**src/rtl/posit_sum_serializer_es3.sv**
```systemverilog
// Posit sum serializer (es=3): captures one decoded sum value (sign, scale,
// fraction, inf/zero flags), canonicalizes it, and emits it as two words:
// the low word carries fraction and flags, the high word carries sign and scale.
module posit_sum_serializer_es3 #(
  parameter int ABITS = 30,
  parameter int WBITS = 32
) (
  input  logic             clk,
  input  logic             rst,
  input  logic             in_valid,
  output logic             in_ready,
  input  logic             in_sgn,
  input  logic [8:0]       in_scale,
  input  logic [ABITS-1:0] in_fraction,
  input  logic             in_inf,
  input  logic             in_zero,
  output logic             out_valid,
  input  logic             out_ready,
  output logic [WBITS-1:0] out_data,
  output logic             out_last,
  output logic [15:0]      pkt_count
);

  // Image layout: {sgn, scale[8:0], fraction, inf, zero}
  localparam int SBITS = ABITS + 12;
  // Bits above the low 32-bit word go to the second beat
  localparam int HBITS = SBITS - 32;

  typedef enum logic [1:0] {IDLE, BEAT0, BEAT1} state_t;

  state_t             state_reg;
  state_t             state_next;
  logic [SBITS-1:0]   hold_reg;
  logic [SBITS-1:0]   img_next;
  logic [15:0]        pkt_count_reg;
  logic               armed_reg;
  logic [WBITS-1:0]   lo_word;
  logic [WBITS-1:0]   hi_word;
  logic               capture;
  logic               done;

  // Canonical image: inf wins over zero, and either flag clears the payload
  always_comb begin
    img_next = '0;
    if (in_inf) begin
      img_next[1] = 1'b1;
    end else if (in_zero) begin
      img_next[0] = 1'b1;
    end else begin
      img_next = {in_sgn, in_scale, in_fraction, 2'b00};
    end
  end

  // Word images, zero-extended to the output width
  genvar gi;
  generate
    for (gi = 0; gi < WBITS; gi++) begin : g_words
      if (gi < 32) begin : g_lo
        assign lo_word[gi] = hold_reg[gi];
      end else begin : g_lo_pad
        assign lo_word[gi] = 1'b0;
      end
      if (gi < HBITS) begin : g_hi
        assign hi_word[gi] = hold_reg[32+gi];
      end else begin : g_hi_pad
        assign hi_word[gi] = 1'b0;
      end
    end
  endgenerate

  // Next state and handshake/output decode
  always_comb begin
    state_next = state_reg;
    in_ready   = 1'b0;
    out_valid  = 1'b0;
    out_last   = 1'b0;
    out_data   = '0;
    done       = 1'b0;
    case (state_reg)
      IDLE: begin
        // armed_reg keeps in_ready low until the first edge after reset
        in_ready = armed_reg;
        if (in_valid && armed_reg) begin
          state_next = BEAT0;
        end
      end
      BEAT0: begin
        out_valid = 1'b1;
        out_data  = lo_word;
        if (out_ready) begin
          state_next = BEAT1;
        end
      end
      BEAT1: begin
        out_valid = 1'b1;
        out_last  = 1'b1;
        out_data  = hi_word;
        // A new value may be taken in the same cycle the last word leaves
        in_ready  = out_ready;
        if (out_ready) begin
          done       = 1'b1;
          state_next = in_valid ? BEAT0 : IDLE;
        end
      end
      default: state_next = IDLE;
    endcase
  end

  assign capture   = in_valid && in_ready;
  assign pkt_count = pkt_count_reg;

  // State register and the post-reset arming flag
  always_ff @(posedge clk or posedge rst) begin
    if (rst) begin
      state_reg <= IDLE;
      armed_reg <= 1'b0;
    end else begin
      state_reg <= state_next;
      armed_reg <= 1'b1;
    end
  end

  // Holding register: loaded only on an accepted input
  always_ff @(posedge clk or posedge rst) begin
    if (rst) begin
      hold_reg <= '0;
    end else if (capture) begin
      hold_reg <= img_next;
    end
  end

  // Completed-value counter, wraps naturally at 16 bits
  always_ff @(posedge clk or posedge rst) begin
    if (rst) begin
      pkt_count_reg <= '0;
    end else if (done) begin
      pkt_count_reg <= pkt_count_reg + 16'd1;
    end
  end

endmodule

```
**config.mk**
```make
export PLATFORM = sky130hd
export DESIGN_NAME = posit_sum_serializer_es3
export DESIGN_NICKNAME = d
export VERILOG_FILES = /design/src/rtl/posit_sum_serializer_es3.sv
export SDC_FILE = /design/constraint.sdc
export NUM_CORES = 1
export LEC_CHECK = 0
export BUFFER_PORTS_ARGS = -buffer_cell sky130_fd_sc_hd__buf_2
export CAP_MARGIN = 25
export CORE_MARGIN = 1.5
export CORE_UTILIZATION = 35
export CTS_CLUSTER_SIZE = 12
export DETAILED_ROUTE_END_ITERATION = 8
export HOLD_SLACK_MARGIN = 0.12
export MAX_ROUTING_LAYER = met4
export SKIP_LAST_GASP = 1
export SYNTH_ARGS = -nofsm -noshare
export SYNTH_HDL_FRONTEND = slang
export SYNTH_SLANG_ARGS = --single-unit
```
**constraint.sdc**
```tcl
create_clock -name clk -period 1.9 [get_ports clk]
set_input_delay 0.38 -clock clk [delete_from_list [all_inputs] [get_ports clk]]
set_output_delay 0.38 -clock clk [all_outputs]
set_load 0.05 [all_outputs]
```
==> flow_summary.toml <==
[sta]
fin_crit_sh_pct = 107
slew_viol_final = 0
hold_violations = 0
fmax_ghz = 0.490
finalSetupViolCount = 33
whs_ns = 0.265
skew_ns = 0.00446
finalWorstSetupSlack_ns = -0.140
timing.final.crit_period_ns = 2.04
rsz0062_at_grt = "yes"
tns_ns = -3.29

[worst_hold_path]
holdPathStages = 3
worstHoldPathType = "input pin to flop"
min_from = "in_fraction[18]"
hold_end = "hold_reg[20]"

[logic_synthesis]
netlist_area_sq_mm = 0.00288
synth_top_area_cell = "dfrtp_1"
netlist_instances = 307
synth_compound_area_share_pct = 4.38
syn_avg_cell_area_sq_um = 9.39
synthMuxAreaShare_pct = 1.17
yosys.area_share.adder_pct = 3.47
synth_seq_area_share_pct = 52.9
synth-seq-cells = 61
synth.most_common_cell = "nand2_1"
yosysUniqueCellTypes = 28
synth_top_family_by_area = "simple AND/OR/NAND/NOR gates"
synth_fp_nets = 361
synth-xor-area-share_pct = 4.56
ys.flop_type = "dfrtp_1"
synthArstFlopShare_pct = 100
synth_edf_count = 0
synth_top_area_share_pct = 52.9
ys_warn_count = 0
synth-simple-area-share_pct = 30.0
netlist_top_cells_area = "dfrtp_1, nand2_1, nand3_1, and3_1, ha_1"
yosys-top-cells-count = "nand2_1, dfrtp_1, nand3_1, and3_1"

[floorplanning]
dieArea_sq_mm = 0.00879
die_h_um = 93.8
die_w_um = 93.8
num_rows = 32
core_sq_mm = 0.00785
ios = 97
initial_core_util_pct = 36.8

[status]
outcome = "complete, but fails checks"
failed_checks = "setup timing"

[critical_path]
critPathCaptureType = "output port"
rrSetupSlack_ns = 0.06
reg2reg_to = "pkt_count[13]"
required_ns = 1.52
crit_arrival_ns = 1.66
crit_slowest_cell = "dfrtp_1"
reg2reg_depth = 8
cp_max_fo = 5
critical_path_depth = 5
cp_cell_sequence = "inv_2, ha_4, and2_4, a22o_4, buf_8"
worst-path-buf-inv = 2
crit_family = "flip-flops"
worstSetupStartpointType = "flop"
slowest_delay_ns = 0.40
r2r_start = "state_reg[0]"
crit_type = "flop to output port"

[clock_network]
clkTransAtPathRegs_ns = 0.07
h-tree-depth = 3
clockRootBuffer = "clkbuf_8"
numCtsBuffers = 9
cts_num_sinks = 61
cts_tree = "yes"
insertion_delay_ns = 0.33
clk_path_buf_depth = 2

[detailed_routing]
wire_per_inst_um = 15.1
drc = 0
antenna_left = 0
avgViaCountPerCell = 4.89
routed_wl_um = 7950
via_count = 2578
first_pass_iters = 5
drt_iter0_markers = 99

[cells_and_area]
n_antenna_cell = 0
syn2layout_area_growth_pct = 51.5
layout-drive-gt1-share_pct = 44.2
nets = 475
largest_register_ff_count = 42

[grt]
antenna_found_initial = 0
overflow = 0
grt_pass1_vias = 2625
grt_usage_pct = 19.9
grt_pass1_wl_um = 13000
grt_start_max_net_pins = 62

[placed_design]
port_buffers = 96
hpwl_um = 5190
place.gp.congestion = 0.774
place_ws_ns = -0.173

[power]
p_leak_nw = 2.38
peakVddDrop_v = 0.000523
powerDensity_mw_per_mm2 = 1370

[run]
maxCapViolations = 0
==> layer usage <==
| metal | vias up | global-route usage, % | part of all wire, % |
|---|---|---|---|
| li1 | 1256 | - | - |
| met3 | 6 | 4.13 | 5.6 |
| met5 | - | - | 0 |
| met1 | 1235 | 25.0 | 46 |
| met2 | 81 | 31.6 | 47 |
| met4 | 0 | 7.96 | 1.1 |
==> how the worst max path moves through the flow <==
| stage | from | to | slack [ns] |
|---|---|---|---|
| 2_1_floorplan | rst | armed_reg | 0.006 |
| 5_1_grt | state_reg[1] | out_data[8] | -0.20 |
| 4_1_cts | state_reg[1] | out_data[9] | -0.16 |
| 6_report | state_reg[1] | out_data[9] | -0.14 |
| 3_5_place_dp | state_reg[1] | out_data[9] | -0.17 |
| 3_3_place_gp | state_reg[1] | out_data[9] | -0.15 |
==> cells by family after synthesis <==
logic type | Yosys count
other cells | 1
compound gates | 15
simple gates | 181
fa+ha+maj | 8
mux | 3
buf+inv | 23
xor+xnor | 15
flops | 61
==> layout by cell type (no fill, tap or decap), types with 2 or more instances in the layout <==
cell type | netlist | layout
and3_1 | 23 | 3
a21oi_1 | 2 | 2
and3_4 | 0 | 2
xor2_1 | 6 | 6
nor2_1 | 6 | 5
nand3_1 | 44 | 44
buf_12 | 0 | 6
buf_6 | 0 | 25
a22o_4 | 0 | 10
nand2_1 | 91 | 91
clkinv_2 | 0 | 2
xnor2_1 | 9 | 9
mux2_2 | 3 | 3
buf_2 | 9 | 62
buf_8 | 0 | 13
inv_2 | 0 | 3
and4_1 | 2 | 2
and2_4 | 0 | 3
buf_4 | 0 | 14
and3_2 | 0 | 18
nand4_1 | 4 | 4
ha_1 | 8 | 3
ha_4 | 0 | 5
dfrtp_1 | 61 | 61
clkbuf_8 | 0 | 11
==> metrics by stage <==
stage / instances / area (sq um) / power, mW / util, %
after floorplan: 307 / 3030 / 3.60 / -
after global placement: 505 / 3760 / 4.27 / 47.9
after detailed placement: 505 / 3760 / 4.31 / 47.9
after CTS: 526 / 4230 / 5.90 / 53.9
after global routing: 527 / 4370 / 6.36 / 55.7
final: 527 / 4370 / 5.98 / 55.7
==> area by class of cell <==
cell class                      count  area, sq um
Fill cell                         729         3480
Sequential cell                    61         1530
Multi-Input combinational cell    224         1480
Timing Repair Buffer              121         1020
Clock buffer                       11          151
Tap cell                          102          128
Clock inverter                      4         47.5
Inverter                            4         15.0
==> power breakdown <==
group,switching [mW],internal (mW)
registers,0.272,1.67
logic,1.69,1.18
clock network,0.500,0.666
total,2.46,3.52
==> what timing repair did <==
item                                    in CTS  in global routing
pin swaps                                    3                 12
cloned                                       1                  0
gates resized for setup                     69                 34
hold endpoints to repair                    29                  0
hold buffers                                 1                  0
endpoints found under the setup margin      36                 38
buffers inserted                             4                  1
==> worst min-delay path, cell delays in order <==
cell and delay [ns]:
buf_2 0.07, nand3_1 0.05, nand2_1 0.06
Note: power is estimated with default switching activity, not from simulation.
